[src/rtl/servo_motion_scheduler.sv]
// Gesture scheduler for a five-finger servo hand: queues gesture codes, ramps
// every finger pulse width toward its decoded target once per motion tick, then dwells.
module servo_motion_scheduler #(
  parameter int TICK_CYCLES = 50000,
  parameter int STEP_US     = 20,
  parameter int HOLD_TICKS  = 100
) (
  input  logic        clk,
  input  logic        reset,
  input  logic        cmd_valid,
  input  logic [7:0]  cmd_gesture,
  output logic        cmd_ready,
  output logic [79:0] widths,
  output logic        busy,
  output logic        done_pulse,
  output logic        err_pulse
);
  localparam int TW = (TICK_CYCLES > 1) ? $clog2(TICK_CYCLES) : 1;
  localparam int HW = $clog2(HOLD_TICKS + 1);
  localparam logic [TW-1:0] TICK_LAST = TW'(TICK_CYCLES - 1);
  localparam logic [HW-1:0] HOLD_LAST = HW'(HOLD_TICKS - 1);
  localparam logic [15:0]   STEP      = 16'(STEP_US);
  localparam logic [15:0]   W_CENTER  = 16'd1500;

  typedef enum logic [1:0] {
    S_IDLE = 2'd0,
    S_LOAD = 2'd1,
    S_RAMP = 2'd2,
    S_HOLD = 2'd3
  } state_t;

  state_t        r_state;
  state_t        w_state_nxt;
  logic [7:0]    r_fifo [4];
  logic [1:0]    r_wr_ptr;
  logic [1:0]    r_rd_ptr;
  logic [2:0]    r_count;
  logic [TW-1:0] r_tick_cnt;
  logic [HW-1:0] r_hold_cnt;
  logic [7:0]    r_gesture;
  logic [15:0]   r_width  [5];
  logic [15:0]   r_target [5];
  logic          r_done;
  logic          r_err;

  logic w_push, w_pop, w_tick, w_at_target, w_known;
  logic w_load, w_err, w_done, w_step, w_hold_clr, w_hold_inc;

  // Difference is always taken larger-minus-smaller so the unsigned math never wraps.
  function automatic logic [15:0] f_step(input logic [15:0] cur, input logic [15:0] tgt);
    logic [15:0] diff;
    if (cur < tgt) begin
      diff   = tgt - cur;
      f_step = cur + ((diff > STEP) ? STEP : diff);
    end else begin
      diff   = cur - tgt;
      f_step = cur - ((diff > STEP) ? STEP : diff);
    end
  endfunction

  function automatic logic [15:0] f_target(input logic [7:0] code, input int finger);
    if (code == 8'h10) begin
      f_target = 16'd1000;
    end else if (code == 8'h11) begin
      f_target = 16'd2000;
    end else if (finger == 1) begin
      f_target = 16'd1000 + 16'd100 * {8'd0, code - 8'd1};
    end else begin
      f_target = W_CENTER;
    end
  endfunction

  assign cmd_ready  = ~reset & (r_count != 3'd4);
  assign w_push     = cmd_valid & cmd_ready;
  assign w_tick     = (r_tick_cnt == TICK_LAST);
  assign w_known    = ((r_gesture >= 8'h01) && (r_gesture <= 8'h0B)) ||
                      (r_gesture == 8'h10) || (r_gesture == 8'h11);
  assign busy       = (r_count != 3'd0) || (r_state != S_IDLE);
  assign done_pulse = r_done;
  assign err_pulse  = r_err;
  assign widths     = {r_width[4], r_width[3], r_width[2], r_width[1], r_width[0]};

  always_comb begin
    w_at_target = 1'b1;
    for (int i = 0; i < 5; i++) begin
      w_at_target = w_at_target & (r_width[i] == r_target[i]);
    end
  end

  always_ff @(posedge clk) begin
    if (w_push) begin
      r_fifo[r_wr_ptr] <= cmd_gesture;
    end
  end

  always_ff @(posedge clk or posedge reset) begin
    if (reset) begin
      r_wr_ptr <= 2'd0;
      r_rd_ptr <= 2'd0;
      r_count  <= 3'd0;
    end else begin
      if (w_push) r_wr_ptr <= r_wr_ptr + 2'd1;
      if (w_pop)  r_rd_ptr <= r_rd_ptr + 2'd1;
      case ({w_push, w_pop})
        2'b10:   r_count <= r_count + 3'd1;
        2'b01:   r_count <= r_count - 3'd1;
        default: r_count <= r_count;
      endcase
    end
  end

  // Motion tick runs regardless of state so tick phase never depends on command timing.
  always_ff @(posedge clk or posedge reset) begin
    if (reset) begin
      r_tick_cnt <= '0;
    end else begin
      r_tick_cnt <= w_tick ? '0 : r_tick_cnt + TW'(1);
    end
  end

  always_ff @(posedge clk or posedge reset) begin
    if (reset) begin
      r_state <= S_IDLE;
    end else begin
      r_state <= w_state_nxt;
    end
  end

  always_comb begin
    w_state_nxt = r_state;
    w_pop       = 1'b0;
    w_load      = 1'b0;
    w_err       = 1'b0;
    w_done      = 1'b0;
    w_step      = 1'b0;
    w_hold_clr  = 1'b0;
    w_hold_inc  = 1'b0;
    case (r_state)
      S_IDLE: begin
        if (r_count != 3'd0) begin
          w_pop       = 1'b1;
          w_state_nxt = S_LOAD;
        end else begin
          w_state_nxt = S_IDLE;
        end
      end
      S_LOAD: begin
        if (w_known) begin
          w_load      = 1'b1;
          w_state_nxt = S_RAMP;
        end else if (r_gesture == 8'h00) begin
          w_state_nxt = S_IDLE;
        end else begin
          w_err       = 1'b1;
          w_state_nxt = S_IDLE;
        end
      end
      // Arrival is tested before stepping, so a gesture already satisfied skips the ramp.
      S_RAMP: begin
        if (w_at_target) begin
          w_hold_clr  = 1'b1;
          w_state_nxt = S_HOLD;
        end else begin
          w_step = w_tick;
        end
      end
      S_HOLD: begin
        if (w_tick && (r_hold_cnt == HOLD_LAST)) begin
          w_done      = 1'b1;
          w_state_nxt = S_IDLE;
        end else begin
          w_hold_inc = w_tick;
        end
      end
      default: w_state_nxt = S_IDLE;
    endcase
  end

  always_ff @(posedge clk or posedge reset) begin
    if (reset) begin
      r_gesture  <= 8'h00;
      r_hold_cnt <= '0;
      r_done     <= 1'b0;
      r_err      <= 1'b0;
      for (int i = 0; i < 5; i++) begin
        r_width[i]  <= W_CENTER;
        r_target[i] <= W_CENTER;
      end
    end else begin
      r_done <= w_done;
      r_err  <= w_err;
      if (w_pop) r_gesture <= r_fifo[r_rd_ptr];
      if (w_hold_clr) begin
        r_hold_cnt <= '0;
      end else if (w_hold_inc) begin
        r_hold_cnt <= r_hold_cnt + HW'(1);
      end
      for (int i = 0; i < 5; i++) begin
        if (w_load) r_target[i] <= f_target(r_gesture, i);
        if (w_step) r_width[i]  <= f_step(r_width[i], r_target[i]);
      end
    end
  end
endmodule

[config.mk]
export PLATFORM = sky130hd
export DESIGN_NAME = servo_motion_scheduler
export DESIGN_NICKNAME = d
export VERILOG_FILES = /design/src/rtl/servo_motion_scheduler.sv
export SDC_FILE = /design/constraint.sdc
export NUM_CORES = 1
export LEC_CHECK = 0
export ABC_AREA = 1
export BUFFER_PORTS_ARGS = -buffer_cell sky130_fd_sc_hd__buf_4
export CAP_MARGIN = 20
export CORE_MARGIN = 1
export CORE_UTILIZATION = 35
export CTS_CLUSTER_DIAMETER = 40
export DETAILED_ROUTE_END_ITERATION = 7
export GPL_TIMING_DRIVEN = 0
export PLACE_DENSITY = 0.56
export RECOVER_POWER = 100
export SLEW_MARGIN = 0
export SYNTH_ARGS = -nofsm -noshare
export SYNTH_HDL_FRONTEND = slang
export SYNTH_SLANG_ARGS = --single-unit
[constraint.sdc]
create_clock -name clk -period 8.75 [get_ports clk]
set_input_delay 0 -clock clk [delete_from_list [all_inputs] [get_ports clk]]
set_output_delay 0 -clock clk [all_outputs]
set_load 0.005 [all_outputs]
==> summary.txt, run 1 <==
Run status
  – Outcome: finished with violations
  – Failing checks: max-capacitance violations, max-slew violations

STA
  – Final Cycle Share: 72.5%
  – Worst slew pin tran: 3940 ps
  – Final max-slew violation count: 144
  – RSZ-0062 raised after global routing: false
  – Min Tclk post-route: 6340 ps
  – Fmax: 0.158 GHz
  – Final Hold Viols: 0
  – Worst rel slew slack: -162%
  – Total negative slack: 0 ps
  – Worst Skew: 15.4 ps
  – Setup violators final: 0

Routing
  – Drt first pass iters: 5
  – DRC Markers: 0
  – Number of DRC markers in iteration 0: 1130
  – Final WL: 61700 um
  – Antenna Nets Post-Route: 0
  – Routed len/inst: 16.7 um
  – Via count: 18700
  – Vias per std cell: 5.07

Clock tree
  – Total CTS buffers: 17
  – Skew-Pair Late Insertion Delay: 470 ps
  – TritonCTS clock tree: yes
  – Root buffer cell: clkbuf_16
  – H-Tree Depth: 4
  – Max Buffers Root-to-Sink: 2
  – CTS Sinks: 173
  – Clk pin slew, worst setup/hold paths: 70 ps

Synth
  – Yosys reg bits: 173
  – Synth cell types: 56
  – Area leader, netlist: nand2_1
  – Syn Nets: 3090
  – Gate Count Post-Synth: 2868
  – Avg Inst Size Synth: 6.60 um2
  – Area share of the largest cell type after synthesis: 14.8%
  – Yosys warns: 0
  – Synth Flop Type: dfrtp_1
  – EDFF count, synth: 32
  – Post-synth ARST share: 81.5%
  – Synthesized area: 0.0189 mm2
  – Sequential element share of the synthesized area: 24.0%
  – Top post-synthesis cells by area: nand2_1, ha_1, dfrtp_1

Setup path
  – WP data arrival: 6700 ps
  – R2R cell count: 32
  – Critical path type: flop to flop
  – Largest fanout on the critical path: 9
  – Critical path launch point type: flop
  – Most common cell on crit path: nand2_1
  – Critical Path RT: 9110 ps
  – Slowest stage cell, crit path: dfstp_1
  – Crit path largest cell delay: 1070 ps
  – CP Capture Type: flop

Global route
  – Vias in the first global route: 17800
  – Global-route wire length before repair: 96600 um
  – Largest net degree at the start of global routing: 76
  – Total track usage: 22.7%
  – Total global routing overflow: 0
  – Initial antenna violation count: 0

Worst hold path
  – Hold Path Class: primary input to flop
  – Min-Delay Path Depth: 2

Placed design
  – Dpl cell area: 0.0205 mm2
  – Post-DP HPWL: 50000 um
  – Final Wtd Congestion: 0.966
  – Port bufs: 94

Finish
  – Fillcell total: 5688
  – Area grow syn2layout: 11.3%
  – Antenna Cells: 0
  – Sequential Area: 0.00455 mm2
  – Footprint of the multi-input gates: 0.0124 mm2
  – # nets final: 3215
  – Layout cells sized above 1: 7.72%
  – Final instance area: 0.0211 mm2

Floorplan
  – Die X-Extent: 235 um
  – Number of placement rows: 84
  – DIE AREA: 0.0550 mm2
  – Core ar.: 0.0530 mm2
  – Starting Density: 35.7%
  – Die height: 235 um
  – I/O pins: 95

Power
  – PD cells: 299 mW/mm2
  – Power, Total: 0.00631 W
  – VDD IR-drop max: 0.000411 V
  – Lkg Pwr: 11.0 nW

Flow run
  – Max cap viols: 2
per-stage QoR:
stage          hold WS [ps]  cells  utilization (%)  setup WS, ps
2_1_floorplan          35.1   2868                -          4240
3_3_place_gp            201   3650             38.7          2810
3_5_place_dp            175   3652             38.8          2800
5_1_grt                 352   3694             39.8          1790
6_report                335   3694             39.8          2410
4_1_cts                 217   3694             40.0          2780
report_power, final:
part | switching [W] | internal (W)
Sequential | 0.000110 | 0.000926
Clock | 0.000359 | 0.000367
Combinational | 0.00298 | 0.00156
Total | 0.00345 | 0.00286
layout by cell type (no fill, tap or decap), types with 14 or more instances in the layout:
cell type  count
o22ai_1       17
inv_1        448
nor3_1        39
clkbuf_16     17
dfrtp_1       96
buf_4         42
nand3_1      189
clkbuf_1      44
nor2_2        22
nor4_1        14
a21oi_1      182
nor2_1       265
xor2_1        96
xnor2_1       27
edfxtp_1      32
nand4_1       49
nand2_2       24
dfstp_1       37
ha_1         197
o21ai_0      175
clkbuf_4      40
fa_1          14
nand3b_1      14
nand2_1      744
path summary, 6_finish.rpt:
| check | start | endpoint | slack, ps |
|---|---|---|---|
| hold / removal | cmd_gesture[5] | r_fifo[0][5] | 330 |
| hold reg to reg | r_tick_cnt[0] | r_tick_cnt[0] | 460 |
| max in group asynchronous | reset | widths[5] | 2920 |
| min in group asynchronous | reset | r_wr_ptr[1] | 1060 |
| setup / recovery | r_target[3] | widths[63] | 2410 |
| setup reg to reg | r_target[3] | widths[63] | 2410 |
layer usage:
metal | GRT usage [%] | vias up | part of all wire, %
met4 | 6.98 | 0 | 2.3
met1 | 30.3 | 8621 | 47
met5 | 0 | - | 0
met2 | 37.5 | 476 | 45
met3 | 3.62 | 73 | 5.8
li1 | - | 9568 | -
final cells by class:
cell class	instances	area share, %
Sequential cell	173	21.6
Buffer	47	1.12
Multi-Input combinational cell	2189	58.9
Inverter	459	8.18
Clock inverter	15	0.534
Tap cell	688	4.09
Clock buffer	17	2.02
Timing Repair Buffer	106	3.57
critical path: cells and delay by family (launching register included):
family	cells	cell delay [ps]
XOR/XNOR	1	190
flip-flops	1	1070
AO/OA/AOI/OAI	5	860
adder cells (fa/ha/maj)	3	1010
buffers and inverters	3	190
AND/OR/NAND/NOR	20	2890
what timing repair did:
item                                   CTS  global route
hold buffers                            10             0
gates resized for setup                  0             0
endpoints found under the hold margin   84             0
buffers inserted                         0             0
cell families after synthesis:
family | count (synthesis) | synth area share (%)
flops | 173 | 24.0
xor+xnor | 123 | 5.69
simple gates | 1405 | 32.3
fa+ha+maj | 211 | 14.5
compound gates | 450 | 13.1
buf+inv | 506 | 10.4
registers in the layout, summed over array words and instances (netlist names), named ones only:
| name | count |
|---|---|
| r_target | 19 |
| r_hold_cnt | 7 |
| err_pulse | 1 |
| r_count | 3 |
| r_fifo | 32 |
| r_state | 1 |
| r_wr_ptr | 2 |
| widths | 80 |
| done_pulse | 1 |
| r_gesture | 8 |
| r_tick_cnt | 16 |
| r_rd_ptr | 2 |
cells in the mapped netlist (4+ instances only):
cell type / n
xnor2_1: 27
o22ai_1: 17
inv_1: 449
inv_2: 8
o32ai_1: 9
a21oi_1: 182
xor2_1: 96
nor2_1: 265
o21bai_1: 5
a21o_1: 5
nor3_1: 39
o21ai_0: 173
or2_2: 13
nor3b_1: 4
dfstp_2: 45
ha_1: 197
buf_4: 6
nand3_2: 14
edfxtp_1: 32
o211ai_1: 10
a211oi_1: 9
a31oi_1: 9
a21oi_2: 5
nand3b_1: 14
nor2_4: 4
nor4_1: 14
nand4_1: 49
nor2_2: 22
o21a_1: 5
buf_6: 4
nand2_2: 24
clkbuf_1: 21
fa_1: 14
nand2_1: 744
dfrtp_1: 96
nand3_1: 188
buf_2: 15
Power figures use the tool's default switching activity.
==> inputs of run 2 (changes only) <==
--- a/config.mk
+++ b/config.mk
@@ -13,7 +13,7 @@
 export CTS_CLUSTER_DIAMETER = 40
 export DETAILED_ROUTE_END_ITERATION = 7
 export GPL_TIMING_DRIVEN = 0
-export PLACE_DENSITY = 0.56
+export PLACE_DENSITY = 0.58
 export RECOVER_POWER = 100
 export SLEW_MARGIN = 0
 export SYNTH_ARGS = -nofsm -noshare
==> constraint.sdc (replaced) <==
create_clock -name clk -period 5.3 [get_ports clk]
set_input_delay 0 -clock clk [delete_from_list [all_inputs] [get_ports clk]]
set_output_delay 0 -clock clk [all_outputs]
set_load 0.005 [all_outputs]
==> summary.txt, run 2 (same netlist as run 1, synthesis figures left out) <==
Power
  – VDD IR-drop max: 0.000568 V (+38%)
  – PD cells: 494 mW/mm2 (+65%)
  – Power, Total: 0.0108 W (+71%)
  – Lkg Pwr: 11.2 nW (+1.8%)

Finish
  – Commonest non-fill, non-tap cell in the layout: nand2_1
  – Fillcell total: 5680 (-0.14%)
  – Max reg flops: 80 (unchanged)
  – Final instance area: 0.0218 mm2 (+3.6%)
  – Final cell count without fillers: 3726 (+0.87%)
  – Area grow syn2layout: 15.3%
  – Layout cells sized above 1: 12.3% (+4.6 points)
  – # nets final: 3246 (+0.96%)
  – Most frequent cells in the layout: nand2_1, inv_1, nor2_1

Routing
  – Drt first pass iters: 6 (+1)
  – Antenna Nets Post-Route: 0 (unchanged)
  – Vias per std cell: 5.09 (+0.33%)
  – Via count: 19000 (+1.2%)
  – Number of DRC markers in iteration 0: 1365 (+21%)
  – Routed len/inst: 16.5 um (-1.6%)
  – DRC Markers: 0 (unchanged)
  – Final WL: 61300 um (-0.70%)

STA
  – Final Hold Viols: 0 (unchanged)
  – Fmax: 0.199 GHz (+26%)
  – Worst Skew: 18.7 ps (+3.32 ps)
  – Total negative slack: 0 ps (unchanged)
  – Worst rel slew slack: -62.1% (+100 points)
  – Final max-slew violation count: 144 (unchanged)
  – Final hold slack: 279 ps (-55.9 ps)
  – Worst slew pin tran: 2420 ps (-1520 ps)
  – Min Tclk post-route: 5030 ps (-1320 ps)
  – Final Cycle Share: 94.9% (+22 points)
  – RSZ-0062 raised after global routing: true
  – Setup violators final: 0 (unchanged)

Setup path
  – Critical Path RT: 5690 ps (-3420 ps)
  – Most common cell on crit path: nand2_1
  – Slowest stage cell, crit path: dfstp_4
  – Largest fanout on the critical path: 6 (-3)
  – R2R cell count: 31 (-3.1%)
  – WP data arrival: 5420 ps (-1280 ps)
  – Reg2reg end: widths[79]
  – Critical path launch point type: flop
  – Reg2reg start: r_target[4]
  – Critical path type: flop to flop
  – Crit path largest cell delay: 760 ps (-310 ps)
  – R2R setup slack: 270 ps (-2130 ps)
  – CP Capture Type: flop

Worst hold path
  – Hold Path Class: primary input to flop
  – Min-Delay Path Depth: 2 (unchanged)
  – Hold_sp: cmd_gesture[2]
  – Worst Hold Endpoint: r_fifo[3][2]

Clock tree
  – Clk pin slew, worst setup/hold paths: 80 ps (about the same)
  – Root buffer cell: clkbuf_16
  – CTS Sinks: 173 (unchanged)
  – Skew-Pair Late Insertion Delay: 500 ps (+30 ps)
  – Total CTS buffers: 17 (unchanged)
  – TritonCTS clock tree: yes
  – Max Buffers Root-to-Sink: 2 (unchanged)
  – H-Tree Depth: 4 (unchanged)

Global route
  – Global-route wire length before repair: 95900 um (-0.78%)
  – Largest net degree at the start of global routing: 90 (+18%)
  – Total global routing overflow: 0 (unchanged)
  – Total track usage: 22.5% (-0.22 points)
  – Initial antenna violation count: 1 (+1)
  – Vias in the first global route: 17700 (-0.70%)

Floorplan
  – I/O pins: 95 (unchanged)
  – Number of placement rows: 84 (unchanged)
  – Die height: 235 um (unchanged)
  – Die X-Extent: 235 um (unchanged)
  – Core ar.: 0.0530 mm2 (unchanged)
  – DIE AREA: 0.0550 mm2 (unchanged)
  – Starting Density: 35.7% (unchanged)

Placed design
  – Port bufs: 94 (unchanged)
  – Post-DP HPWL: 48100 um (-3.8%)
  – Dpl cell area: 0.0206 mm2 (about the same)
  – Post-Place Cells: 3652 (unchanged)
  – Final Wtd Congestion: 0.952 (-1.4%)

Run status
  – Failing checks: max-capacitance violations, max-slew violations
  – Outcome: finished with violations

Flow run
  – Max cap viols: 2 (unchanged)
[run 2: through the flow]
step                      utilization [%]  worst slack [ps]
final                                41.2               272
after global routing                 41.2             -39.6
after CTS                            40.4              5.40
after detailed placement             38.8              -592
after global placement               38.7              -617
after floorplan                         -               794
[run 2: timing repair]
item | CTS | global route
endpoints found under the setup margin | 18 | 35
gates resized for setup | 15 | 104
hold endpoints to repair | 86 | 0
hold buffers | 10 | 0
pin swaps | 0 | 23
buffers inserted | 9 | 22
[run 2: cell type report]
| cell class | instances | area, um2 | share of cell area, % |
|---|---|---|---|
| inverter | 459 | 1740 | 7.95 |
| antenna | 1 | 2.50 | 0.0115 |
| clock buffer | 17 | 425 | 1.95 |
| sequential | 173 | 4560 | 20.9 |
| tap | 688 | 861 | 3.94 |
| timing repair buffer | 137 | 1020 | 4.67 |
| clock inverter | 15 | 175 | 0.802 |
| multi-input combinational | 2189 | 12800 | 58.7 |
| buffer | 47 | 248 | 1.13 |
[run 2: worst max-delay path by stage]
stage                 from          to  slack (ps)  cells past startpoint
2_1_floorplan   widths[51]  widths[63]         790                     33
3_3_place_gp         reset  widths[49]        -620                      2
3_5_place_dp   r_target[3]  widths[63]        -590                     30
4_1_cts         widths[69]  widths[79]           5                     32
5_1_grt        r_target[4]  widths[62]         -40                     34
6_report       r_target[4]  widths[79]         270                     31
[run 2: report_power, final]
part / total [W] / internal (W) / switching (W)
registers: 0.00171 / 0.00154 / 0.000167
logic: 0.00776 / 0.00276 / 0.00500
clock network: 0.00132 / 0.000632 / 0.000684
[run 2: metal layers]
| layer | GRT usage [%] | part of all wire [%] |
|---|---|---|
| met2 | 36.1 | 44 |
| met4 | 7.44 | 3.1 |
| met1 | 30.7 | 46 |
| met3 | 3.48 | 6.1 |
| met5 | 0 | 0 |
[run 2: worst max-delay path, delay by kind of cell (launching register included)]
family,cells,cell delay (ps)
DFF,1,760
xor gates and xnor gates,1,180
AOI/OAI and AO/OA,3,390
and+or+nand+nor,17,2040
buffers and inverters,7,770
adders and majority gates,3,790
==> inputs of run 3 (changes only) <==
--- a/config.mk
+++ b/config.mk
@@ -8,12 +8,14 @@
 export ABC_AREA = 1
 export BUFFER_PORTS_ARGS = -buffer_cell sky130_fd_sc_hd__buf_4
 export CAP_MARGIN = 20
+export CELL_PAD_IN_SITES_DETAIL_PLACEMENT = 0
+export CELL_PAD_IN_SITES_GLOBAL_PLACEMENT = 1
 export CORE_MARGIN = 1
-export CORE_UTILIZATION = 35
+export CORE_UTILIZATION = 41
 export CTS_CLUSTER_DIAMETER = 40
 export DETAILED_ROUTE_END_ITERATION = 7
 export GPL_TIMING_DRIVEN = 0
-export PLACE_DENSITY = 0.58
+export PLACE_DENSITY = 0.84
 export RECOVER_POWER = 100
 export SLEW_MARGIN = 0
 export SYNTH_ARGS = -nofsm -noshare
==> summary.txt, run 3 (same netlist as run 1, synthesis figures left out) <==
Run status
  – Outcome: finished with violations
  – Failing checks: max-capacitance violations, max-slew violations

Routing
  – Via count: 19300 (+1.8%)
  – Routed len/inst: 17.0 um (+3.3%)
  – Final WL: 61900 um (+1.1%)
  – Number of DRC markers in iteration 0: 1277 (-6.4%)
  – Antenna Nets Post-Route: 0 (unchanged)
  – Drt first pass iters: 6 (unchanged)
  – DRC Markers: 0 (unchanged)
  – Vias per std cell: 5.30 (+4.1%)

Finish
  – Final instance area: 0.0218 mm2 (about the same)
  – Fillcell total: 4773 (-16%)
  – Most frequent cells in the layout: nand2_1, inv_1, nor2_1
  – Layout cells sized above 1: 12.5% (+0.19 points)
  – Footprint of the multi-input gates: 0.0128 mm2 (+0.13%)
  – Antenna Cells: 0 (-1)
  – # nets final: 3255 (+0.28%)
  – Commonest non-fill, non-tap cell in the layout: nand2_1
  – Max reg flops: 80 (unchanged)
  – Area grow syn2layout: 15.2% (about the same)
  – Sequential Area: 0.00456 mm2 (about the same)
  – Final cell count without fillers: 3646 (-2.1%)

Floorplan
  – Die X-Extent: 217 um (-7.5%)
  – Number of placement rows: 78 (-7.1%)
  – DIE AREA: 0.0470 mm2 (-15%)
  – Core ar.: 0.0455 mm2 (-14%)
  – Starting Density: 41.6% (+5.9 points)
  – Die height: 217 um (-7.5%)
  – I/O pins: 95 (unchanged)

Clock tree
  – Max Buffers Root-to-Sink: 2 (unchanged)
  – H-Tree Depth: 4 (unchanged)
  – TritonCTS clock tree: yes
  – Skew-Pair Late Insertion Delay: 470 ps (-30 ps)
  – Root buffer cell: clkbuf_16
  – CTS Sinks: 173 (unchanged)
  – Total CTS buffers: 17 (unchanged)
  – Clk pin slew, worst setup/hold paths: 80 ps (about the same)

Worst hold path
  – Hold Path Class: primary input to flop
  – Min-Delay Path Depth: 2 (unchanged)
  – Hold_sp: cmd_gesture[6]

Setup path
  – Crit path launch: r_target[3]
  – Crit path largest cell delay: 690 ps (-70 ps)
  – Slowest stage cell, crit path: dfstp_4
  – Critical path launch point type: flop
  – R2R cell count: 33 (+6.5%)
  – WP data arrival: 5380 ps (-40 ps)
  – Critical Path RT: 5620 ps (-70 ps)
  – Critical path type: flop to flop
  – Most common cell on crit path: nand2_1
  – Reg2reg start: r_target[3]
  – CP Capture Type: flop
  – Largest fanout on the critical path: 5 (-1)

Power
  – VDD IR-drop max: 0.000629 V (+11%)
  – Sw frac: 54.1% (-0.19 points)
  – PD cells: 499 mW/mm2 (+0.98%)
  – Sequential fraction of design power: 15.6% (-0.2 points)
  – Power, Total: 0.0109 W (+0.90%)
  – Switching pwr: 0.00588 W (+0.54%)
  – Lkg Pwr: 11.3 nW (+0.75%)
  – Logic pwr share: 72.3% (+0.3 points)
  – Clock power frac: 12.1% (about the same)
  – Internal Power: 0.00499 W (+1.3%)

Placed design
  – Pre-CTS setup slack: -956 ps (-363 ps)
  – Port bufs: 94 (unchanged)
  – Final Wtd Congestion: 0.972 (+2.1%)
  – Post-Place Cells: 3563 (-2.4%)
  – Dpl cell area: 0.0204 mm2 (-0.64%)
  – Post-DP HPWL: 48700 um (+1.2%)

Global route
  – Vias in the first global route: 18400 (+4.4%)
  – Largest net degree at the start of global routing: 75 (-17%)
  – Total track usage: 26.1% (+3.6 points)
  – Busiest grt layer: met2
  – Global-route met3 utilization: 2.73% (-0.75 points)
  – Met2 GRT Util: 44.9% (+8.8 points)
  – M1 GR Usage: 33.8% (+3.1 points)
  – Global-route wire length before repair: 96700 um (+0.85%)
  – Initial antenna violation count: 0 (-1)
  – Total global routing overflow: 0 (unchanged)

Flow run
  – Max cap viols: 2 (unchanged)

STA
  – Setup violators final: 0 (unchanged)
  – Min Tclk post-route: 5060 ps (+30.2 ps)
  – Final Hold Viols: 0 (unchanged)
  – Worst Skew: 17.2 ps (-1.53 ps)
  – Final max-slew violation count: 144 (unchanged)
  – Worst slew pin tran: 3310 ps (+895 ps)
  – Fmax: 0.198 GHz (-0.60%)
  – Fin worst setup slack: 242 ps (-30.2 ps)
  – Worst rel slew slack: -122% (-60 points)
  – Final Cycle Share: 95.4% (+0.57 points)
==> run 3: worst max-delay path, delay by kind of cell (launching register included) <==
kind,cells,cell delay [ps]
DFF,1,690
buffers and inverters,5,680
and+or+nand+nor,18,1850
adders and majority gates,2,560
AOI/OAI and AO/OA,6,770
xor gates and xnor gates,2,370
==> run 3: layout make-up <==
type	count	area share, %
Sequential cell	173	20.9
Clock inverter	15	0.797
Tap cell	600	3.44
Timing Repair Buffer	146	5.04
Multi-Input combinational cell	2189	58.8
Inverter	459	7.95
Clock buffer	17	1.95
Buffer	47	1.13
==> run 3: power by group through the flow <==
stage               combinational [W]  sequential, W  clock [W]
detailed placement            0.00739        0.00175          0
floorplan                     0.00587        0.00165          0
finish                        0.00786        0.00170    0.00131
CTS                           0.00757        0.00170    0.00134
global placement              0.00730        0.00175          0
global route                  0.00897        0.00172    0.00138
==> run 3: worst paths after layout <==
check / end / slack (ps)
worst max-delay path: widths[46] / 240
worst min-delay path: r_fifo[3][6] / 330
worst max register to register: widths[46] / 240
worst min register to register: r_tick_cnt[0] / 470
max in group asynchronous: widths[69] / 1220
min in group asynchronous: r_hold_cnt[3] / 1060
==> run 3: metal layers <==
layer	up-vias	routed length [um]	share of wire [%]
met4	0	1800	2.9
li1	9668	-	-
met3	103	3030	4.9
met1	9056	27600	45
met2	481	29500	48
met5	-	0	0
==> run 3: timing repair <==
| item | CTS | global route |
|---|---|---|
| hold endpoints to repair | 91 | 0 |
| buffers inserted | 10 | 30 |
| gates cloned | 0 | 0 |
| gates resized for setup | 21 | 104 |
| pin swaps | 2 | 30 |
| endpoints found under the setup margin | 26 | 32 |
| hold buffers | 10 | 0 |
==> run 3: stage by stage <==
| stage | TNS [ps] | utilization (%) | hold WS [ps] |
|---|---|---|---|
| finish | 0 | 48.0 | 330 |
| global route | -361 | 48.0 | 365 |
| CTS | -4.93 | 46.8 | 231 |
| detailed placement | -8570 | 44.9 | 181 |
| global placement | -48450 | 44.8 | 199 |
| floorplan | 0 | - | 35.1 |
